<file path="src/rtl/keyb_pkg.sv">
// Shared definitions for the keypad scanner: default geometry, event-type encoding and
// key-index helpers. KEYB_RELEASE_EVT_EN adds the release flag bit to every key code.
package keyb_pkg;

    localparam int unsigned DEF_NUM_COLS       = 4;
    localparam int unsigned DEF_NUM_ROWS       = 4;
    localparam int unsigned DEF_SCAN_DIV       = 4;
    localparam int unsigned DEF_DEBOUNCE_SCANS = 2;
    localparam int unsigned DEF_FIFO_DEPTH     = 4;

    typedef enum logic {
        EVT_PRESS   = 1'b0,
        EVT_RELEASE = 1'b1
    } evt_type_e;

`ifdef KEYB_RELEASE_EVT_EN
    localparam int unsigned REL_W = 1;
`else
    localparam int unsigned REL_W = 0;
`endif

    // Index field width, never narrower than one bit.
    function automatic int unsigned field_w(input int unsigned n);
        return (n > 1) ? int'($clog2(n)) : 1;
    endfunction

    function automatic int unsigned key_row(input int unsigned idx, input int unsigned ncols);
        return idx / ncols;
    endfunction

    function automatic int unsigned key_col(input int unsigned idx, input int unsigned ncols);
        return idx % ncols;
    endfunction

endpackage

</file>
<file path="src/rtl/keyb_event_fifo.sv">
// Synchronous first-word-fall-through event queue; head is valid whenever empty is low.
// Push while full is accepted only when a pop happens in the same cycle.
module keyb_event_fifo #(
    parameter int unsigned WIDTH = 4,
    parameter int unsigned DEPTH = 4
) (
    input  logic             clk,
    input  logic             reset,
    input  logic             push,
    input  logic [WIDTH-1:0] push_data,
    input  logic             pop,
    output logic [WIDTH-1:0] head,
    output logic             full,
    output logic             empty
);

    localparam int unsigned AW = (DEPTH > 1) ? $clog2(DEPTH) : 1;

    logic [WIDTH-1:0] mem [DEPTH];
    logic [AW:0]      wr_ptr;
    logic [AW:0]      rd_ptr;
    logic             do_push;
    logic             do_pop;

    // Pointers carry one wrap bit so full and empty are distinguishable.
    assign empty   = (wr_ptr == rd_ptr);
    assign full    = (wr_ptr[AW] != rd_ptr[AW]) && (wr_ptr[AW-1:0] == rd_ptr[AW-1:0]);
    assign do_pop  = pop && !empty;
    assign do_push = push && (!full || do_pop);
    assign head    = mem[rd_ptr[AW-1:0]];

    always_ff @(posedge clk) begin
        if (reset) begin
            wr_ptr <= '0;
            rd_ptr <= '0;
            for (int unsigned i = 0; i < DEPTH; i++) begin
                mem[i] <= '0;
            end
        end else begin
            if (do_push) begin
                mem[wr_ptr[AW-1:0]] <= push_data;
                wr_ptr              <= wr_ptr + (AW+1)'(1);
            end
            if (do_pop) begin
                rd_ptr <= rd_ptr + (AW+1)'(1);
            end
        end
    end

endmodule

</file>
<file path="src/rtl/keyb_scan_fifo.sv">
// Matrix keypad scanner: column strobing, full-matrix debounce and press/release event queue.
// Define KEYB_RELEASE_EVT_EN to also queue release events (key_code gains a top release bit).
module keyb_scan_fifo
    import keyb_pkg::*;
#(
    parameter  int unsigned NUM_COLS       = DEF_NUM_COLS,
    parameter  int unsigned NUM_ROWS       = DEF_NUM_ROWS,
    parameter  int unsigned SCAN_DIV       = DEF_SCAN_DIV,
    parameter  int unsigned DEBOUNCE_SCANS = DEF_DEBOUNCE_SCANS,
    parameter  int unsigned FIFO_DEPTH     = DEF_FIFO_DEPTH,
    localparam int unsigned CW             = field_w(NUM_COLS),
    localparam int unsigned RW             = field_w(NUM_ROWS),
    localparam int unsigned KW             = RW + CW + REL_W
) (
    input  logic                clk,
    input  logic                reset,
    output logic [NUM_COLS-1:0] cols,
    input  logic [NUM_ROWS-1:0] rows,
    output logic                key_valid,
    input  logic                key_ready,
    output logic [KW-1:0]       key_code,
    output logic                any_pressed,
    output logic                scan_done,
    output logic                overflow
);

    localparam int unsigned NK  = NUM_COLS * NUM_ROWS;
    localparam int unsigned DW  = field_w(SCAN_DIV);
    localparam int unsigned DBW = $clog2(DEBOUNCE_SCANS + 1);

    logic [DW-1:0]  dwell;
    logic [CW-1:0]  col_idx;
    logic [NK-1:0]  snapshot;
    logic [NK-1:0]  candidate;
    logic [NK-1:0]  stable;
    logic [NK-1:0]  pending;
    logic [DBW-1:0] db_cnt;

    logic           dwell_end;
    logic           last_col;
    logic [NK-1:0]  cand_next;
    logic [DBW-1:0] cnt_next;
    logic           commit;

    logic [NK-1:0]  low_bit;
    logic [RW-1:0]  ev_row;
    logic [CW-1:0]  ev_col;
    logic           ev_press;
    logic [KW-1:0]  ev_code;
    logic           ev_push;
    logic           fifo_full;
    logic           fifo_empty;

    assign dwell_end = (dwell == DW'(SCAN_DIV - 1));
    assign last_col  = (col_idx == CW'(NUM_COLS - 1));

    // Debounce decision is evaluated every cycle but only acted on while scan_done is high.
    always_comb begin
        cand_next = candidate;
        cnt_next  = db_cnt;
        if (snapshot != candidate) begin
            cand_next = snapshot;
            cnt_next  = DBW'(1);
        end else if (db_cnt != DBW'(DEBOUNCE_SCANS)) begin
            cnt_next = db_cnt + DBW'(1);
        end
        commit = scan_done && (cnt_next == DBW'(DEBOUNCE_SCANS))
                 && (cand_next != stable) && (pending == '0);
    end

    assign low_bit = pending & (~pending + NK'(1));

    // Descending walk so the lowest set pending bit wins.
    always_comb begin
        ev_row   = '0;
        ev_col   = '0;
        ev_press = 1'b0;
        for (int unsigned i = NK; i > 0; i--) begin
            if (pending[i-1]) begin
                ev_row   = RW'(key_row(i - 1, NUM_COLS));
                ev_col   = CW'(key_col(i - 1, NUM_COLS));
                ev_press = stable[i-1];
            end
        end
    end

`ifdef KEYB_RELEASE_EVT_EN
    evt_type_e ev_type;
    assign ev_type = ev_press ? EVT_PRESS : EVT_RELEASE;
    assign ev_code = {ev_type, ev_row, ev_col};
    assign ev_push = (pending != '0);
`else
    assign ev_code = {ev_row, ev_col};
    assign ev_push = (pending != '0) && ev_press;
`endif

    always_ff @(posedge clk) begin
        if (reset) begin
            cols        <= NUM_COLS'(1);
            dwell       <= '0;
            col_idx     <= '0;
            snapshot    <= '0;
            candidate   <= '0;
            stable      <= '0;
            pending     <= '0;
            db_cnt      <= '0;
            any_pressed <= 1'b0;
            scan_done   <= 1'b0;
            overflow    <= 1'b0;
        end else begin
            scan_done <= dwell_end && last_col;

            if (dwell_end) begin
                dwell   <= '0;
                cols    <= {cols[NUM_COLS-2:0], cols[NUM_COLS-1]};
                col_idx <= last_col ? '0 : col_idx + CW'(1);
                for (int unsigned c = 0; c < NUM_COLS; c++) begin
                    for (int unsigned r = 0; r < NUM_ROWS; r++) begin
                        if (col_idx == CW'(c)) begin
                            snapshot[r*NUM_COLS + c] <= rows[r];
                        end
                    end
                end
            end else begin
                dwell <= dwell + DW'(1);
            end

            if (scan_done) begin
                candidate <= cand_next;
                db_cnt    <= cnt_next;
            end

            if (pending != '0) begin
                pending <= pending & ~low_bit;
            end else if (commit) begin
                pending     <= cand_next ^ stable;
                stable      <= cand_next;
                any_pressed <= |cand_next;
            end

            if (ev_push && fifo_full && !key_ready) begin
                overflow <= 1'b1;
            end
        end
    end

    keyb_event_fifo #(
        .WIDTH (KW),
        .DEPTH (FIFO_DEPTH)
    ) u_fifo (
        .clk       (clk),
        .reset     (reset),
        .push      (ev_push),
        .push_data (ev_code),
        .pop       (key_ready),
        .head      (key_code),
        .full      (fifo_full),
        .empty     (fifo_empty)
    );

    assign key_valid = !fifo_empty;

endmodule

</file>
<file path="config.mk">
export PLATFORM = sky130hd
export DESIGN_NAME = keyb_scan_fifo
export DESIGN_NICKNAME = d
export VERILOG_FILES = /design/src/rtl/keyb_pkg.sv /design/src/rtl/keyb_event_fifo.sv /design/src/rtl/keyb_scan_fifo.sv
export SDC_FILE = /design/constraint.sdc
export NUM_CORES = 1
export LEC_CHECK = 0
export CAP_MARGIN = 20
export CORE_MARGIN = 4
export CORE_UTILIZATION = 50
export CTS_CLUSTER_DIAMETER = 100
export DETAILED_ROUTE_END_ITERATION = 8
export GPL_TIMING_DRIVEN = 0
export HOLD_SLACK_MARGIN = 0.1
export PLACE_DENSITY = 0.67
export SLEW_MARGIN = 40
export SYNTH_ARGS = -nofsm -noshare
export SYNTH_HDL_FRONTEND = slang
export SYNTH_HIERARCHICAL = 1
export SYNTH_SLANG_ARGS = --single-unit
</file>
<file path="constraint.sdc">
create_clock -name clk -period 2.9 [get_ports clk]
set_input_delay 0.58 -clock clk [delete_from_list [all_inputs] [get_ports clk]]
set_output_delay 0.58 -clock clk [all_outputs]
set_load 0.02 [all_outputs]
</file>
== Word level (Yosys, flattened, before mapping) ==
Memory sizes are Yosys's and may differ from the RTL's. A register that Yosys moved wholly into a read port is not among the register bits.
Cells that the tools add are included.

* Latch bits: 0
* Bits in writable memories: 16
* Flip-flop bits (word level): 83
* Bits in read-only memories: 0
* Input bits: 7
* Memories kept: 1
* Output and inout port bits: 12
* Word-level logic and storage cells: 129

* Reductions and logical operators: 26
* Magnitude comparators: 0
* $add $sub $neg: 6
* Multiplexer cells: 63
* Bitwise operators: 6
* Equal/unequal tests: 11
* Div/mod/pow operators: 0
* Shift operators: 0
* Multipliers: 0

{| class="wikitable"
|+ Memories
! name !! depth !! bits a word !! rd ports !! clocked after Yosys merged registers in !! write ports !! line !! source
|-
| u_fifo.mem || 4 || 4 || 1 || 1 || 4 || keyb_event_fifo.sv:19 || <nowiki>logic [WIDTH-1:0] mem [DEPTH];</nowiki>
|}

{| class="wikitable"
|+ Operators with widths
! kind !! count
|-
| 2-to-1 mux 2 bit || 37
|-
| 2-to-1 mux 16 bit || 3
|-
| bitwise AND 16 bit || 2
|-
| != test 16 bit || 2
|-
| inverter 16 bit || 2
|-
| 2-to-1 mux 1 bit || 22
|-
| adder 16 x 1 -> 16 bit, second input constant || 1
|-
| zero test 16 bit || 1
|-
| nonzero test 16 bit || 1
|-
| OR reduction 16 bit || 1
|-
| XOR 16 bit || 1
|-
| logical AND 1 bit || 10
|-
| AND reduction 2 bit || 5
|-
| == test 2 bit, second input constant || 4
|-
| adder 2 x 1 -> 2 bit, second input constant || 3
|-
| adder 3 x 1 -> 3 bit, second input constant || 2
|-
| 2-to-1 mux 4 bit || 1
|-
| OR reduction 4 bit || 1
|-
| == test 3 bit || 1
|-
| zero test 1 bit || 3
|-
| == test 2 x 1 -> 1 bit, second input constant || 1
|-
| == test 2 bit || 1
|-
| zero test 2 bit || 1
|-
| != test 2 bit, second input constant || 1
|-
| other kinds (5) || 5
|}

== Longest topological paths before layout ==
Gate-level depths: netlist (run 1).

* Depth after elaboration: 23
* Mapped depth: 11
* Depth with buffers taken out: 9

== By module ==
Netlist (run 1), hierarchy kept.

{| class="wikitable"
|+ By module, submodules not included
! module !! sequential area each (sq um) !! area each (sq um) !! cells each !! instances
|-
| keyb_scan_fifo || 1,541.5 || 3,803.6 || 460 || 1
|-
| keyb_event_fifo || 640.6 || 1,228.7 || 99 || 1
|}

== Worst setup path before layout (run 1) ==
No wires, ideal clock.

* Path type: register to register
* Start: register pending[15]
* End: memory u_fifo.mem[2][0] (enable)
* Cell stages (with the launch flop): 10
* Data required time: 2.539 ns
* Clock period less this slack: 2.448 ns
* Buffers on the path: 0
* Data arrival time: 2.086 ns
* Setup time: 0.361 ns
* Path slack: 0.452 ns
* Path through: dfxtp_1 -> nor2b_1 -> a221oi_1 -> o311a_1 -> o21ai_0 -> a21oi_1 -> nor2_1 -> nor2b_1 -> o41ai_4 -> o21ai_0

{| class="wikitable"
|+ RTL lines
! item !! line !! source
|-
| start, declared || keyb_scan_fifo.sv:36 || <nowiki>logic [NK-1:0] pending;</nowiki>
|-
| start signal, assigned || keyb_scan_fifo.sv:134 || <nowiki>pending <= pending & ~low_bit;</nowiki>
|-
| start signal, assigned || keyb_scan_fifo.sv:136 || <nowiki>pending <= cand_next ^ stable;</nowiki>
|-
| end, declared || keyb_event_fifo.sv:19 ||
|}

==> qor.yml, run 1 <==
status: "finished clean"
ff_latch_area_um2: 2180
place_area_um2: 5370
core-area_um2: 9770
die_h_um: 108
period_share_pct: 93.3
syn_nets: 574
nets: 602
peakVddDrop_v: 0.000299
syn_area_um2: 5030
grt_pass1_wl_um: 19700
cap_violations: 0
p_per_area_nw_per_um2: 476
whs_ns: 0.444
relSlewSlack_pct: 54.2
path_cells: "nor2b_1 > a221oi_1 > o311a_1 > o21ai_0 > a21oi_1 > nor2_1 > o41ai_4 > o21ai_0"
wl_per_cell_um: 16.6
tightest_slew_ns: 0.681
cp_max_fo: 5
path_class: "reg -> reg"
rows: 36
die_area_um2: 11700
fin_setup_tns_ns: 0
cts-resized-gates: 1
hold_path_class: "reg -> reg"
ys_warn_count: 6
final_area_um2: 5580
postCtsHoldBufs: 0
drc: 0
instances_no_fill: 725
gp_congestion: 0.893
ys_ff_latch: 101
clk_path_buf_depth: 2
skew_ns: 0.0112
crit_buf_inv: 0
global_route.overflow_total: 0
cpMostUsedCell: "o21ai_0"
num_io_pins: 19
first_pass_iters: 7
avgViaCountPerCell: 5.71
power.total_uw: 2660
cts.sinks: 101
cts_setup_buffers: 0
yosysSeqAreaShare_pct: 43.4
ant_nets: 0
synthFlopType: "dfxtp_1"
cts_tree: "yes"
root_buffer: "clkbuf_8"
power_leakage_uw: 0.00199
antenna_found_initial: 0
dp.cells: 709
path_delay_family: "compound AO/OA/AOI/OAI gates"
grt.total_usage_pct: 21.7
die_w_um: 108
synth_edf_count: 16
grt_max_degree: 19
areaGrowthSynthToFinish_pct: 10.9
clk_pin_slew_ns: 0.11
arrival_ns: 2.71
max_stage_delay_ns: 0.59
mostFrequentLayoutCells: "dfxtp_1 (85), a21oi_1 (49), nor2_1 (44), nand2_1 (39), clkbuf_1 (31)"
vias: 4138
slew_violations: 0
final_common_cell: "dfxtp_1"
htree_levels: 3
drive_above_1_share_pct: 8.78
finalWirelength_um: 12100
io_buffers: 17
finalHoldViolCount: 0
syn_inst: 559
syn_avg_cell_area_um2: 9.00
rsz0062_at_grt: "false"
n_fill_cell: 925
cp_slowest_cell: "o21ai_0"
async_reset_ff_share_pct: 0
cts_buffers: 9
setup_viol: 0
multiInputGateArea_um2: 2550
dp_hpwl_um: 9000
start_util_pct: 51.5
grt_pass1_vias: 4014
drt_iter0_drc: 276
fmaxAchievable_ghz: 0.370
num_antenna_cells: 0
synth_cell_type_count: 57
clkLatencyLatePin_ns: 0.38
fin_crit_ns: 2.70
crit_path_end_kind: "register"
crit_required_ns: 2.91
start_kind: "register"
## through the flow
step	util [%]	setup slack [ns]
2_1_floorplan	-	0.452
3_3_place_gp	54.9	0.0422
3_5_place_dp	54.9	0.00718
4_1_cts	57.1	0.155
5_1_grt	57.1	0.0315
6_report	57.1	0.195
## worst reg2reg max path, delay by kind of cell, from the launching register on
kind / cells / cell delay [ns]
AO/OA/AOI/OAI: 6 / 1.52
AND/OR/NAND/NOR: 2 / 0.46
flip-flops: 1 / 0.36
## report_power, final
group,internal (uW),switching [uW]
logic,94.6,130
clock network,440,524
registers,1450,22.5
## sequential cells by signal (all words and copies together) (netlist names), 3 cells and up, named ones only
register       cells
cols               4
pending           16
u_fifo/wr_ptr      3
stable            16
candidate         16
u_fifo/rd_ptr      3
snapshot          16
u_fifo/mem        16
## cells by family after synthesis
logic type | Yosys count | synth area share, %
AO/OA/AOI/OAI | 115 | 14.6
XOR/XNOR | 38 | 6.76
adder cells (fa/ha/maj) | 8 | 1.99
buffers and inverters | 69 | 5.87
flip-flops | 101 | 43.4
AND/OR/NAND/NOR | 199 | 20.6
multiplexers | 29 | 6.84
## per-layer routing
| metal | share of wire [%] | global-route usage, % |
|---|---|---|
| met5 | 0 | 0 |
| met4 | 1.6 | 6.31 |
| met3 | 4.5 | 4.00 |
| met2 | 53 | 41.2 |
| met1 | 41 | 24.6 |
## cell type report
type / count / share of cell area, %
multi-input cells: 389 / 45.8
repair buffers: 17 / 3.05
clock inverters: 6 / 1.37
well taps: 133 / 2.98
clock buffers: 10 / 2.47
inverters: 22 / 1.48
flip-flops and latches: 101 / 39.1
plain buffers: 47 / 3.81
## path summary, 6_finish.rpt
path | from | end | slack [ns] | cells after the start
worst max register to register | pending[15] | u_fifo/mem[3][1] | 0.20 | 8
worst min-delay path | dwell[0] | dwell[0] | 0.44 | 1
worst min register to register | dwell[0] | dwell[0] | 0.44 | 1
worst max-delay path | pending[15] | u_fifo/mem[3][1] | 0.20 | 8
## Yosys cell counts (5+ instances only)
cell type,n,area (um^2)
nor2b_1,8,50.1
nor2_1,44,165
nand3_1,23,115
buf_2,8,40.0
ha_1,8,100
nor4_1,10,62.6
o21ai_0,24,120
clkbuf_1,31,116
nor3_1,21,105
edfxtp_1,16,480
nand2_1,39,146
xnor2_1,15,131
mux2i_1,22,220
or3_1,6,37.5
dfxtp_1,85,1700
or4_1,5,37.5
a21oi_1,49,245
inv_1,22,82.6
a211oi_1,5,37.5
xor2_1,22,193
nand4_1,23,144
o21ai_1,9,45.0
(Power assumes the default switching activity.)
==> inputs of run 2 (changes only) <==
--- a/config.mk
+++ b/config.mk
@@ -13,6 +13,7 @@
 export GPL_TIMING_DRIVEN = 0
 export HOLD_SLACK_MARGIN = 0.1
 export PLACE_DENSITY = 0.67
+export SETUP_SLACK_MARGIN = 0.02
 export SLEW_MARGIN = 40
 export SYNTH_ARGS = -nofsm -noshare
 export SYNTH_HDL_FRONTEND = slang
==> results of run 2 <==
Same layout as run 1: the final DEF is identical, and so are final timing and power.
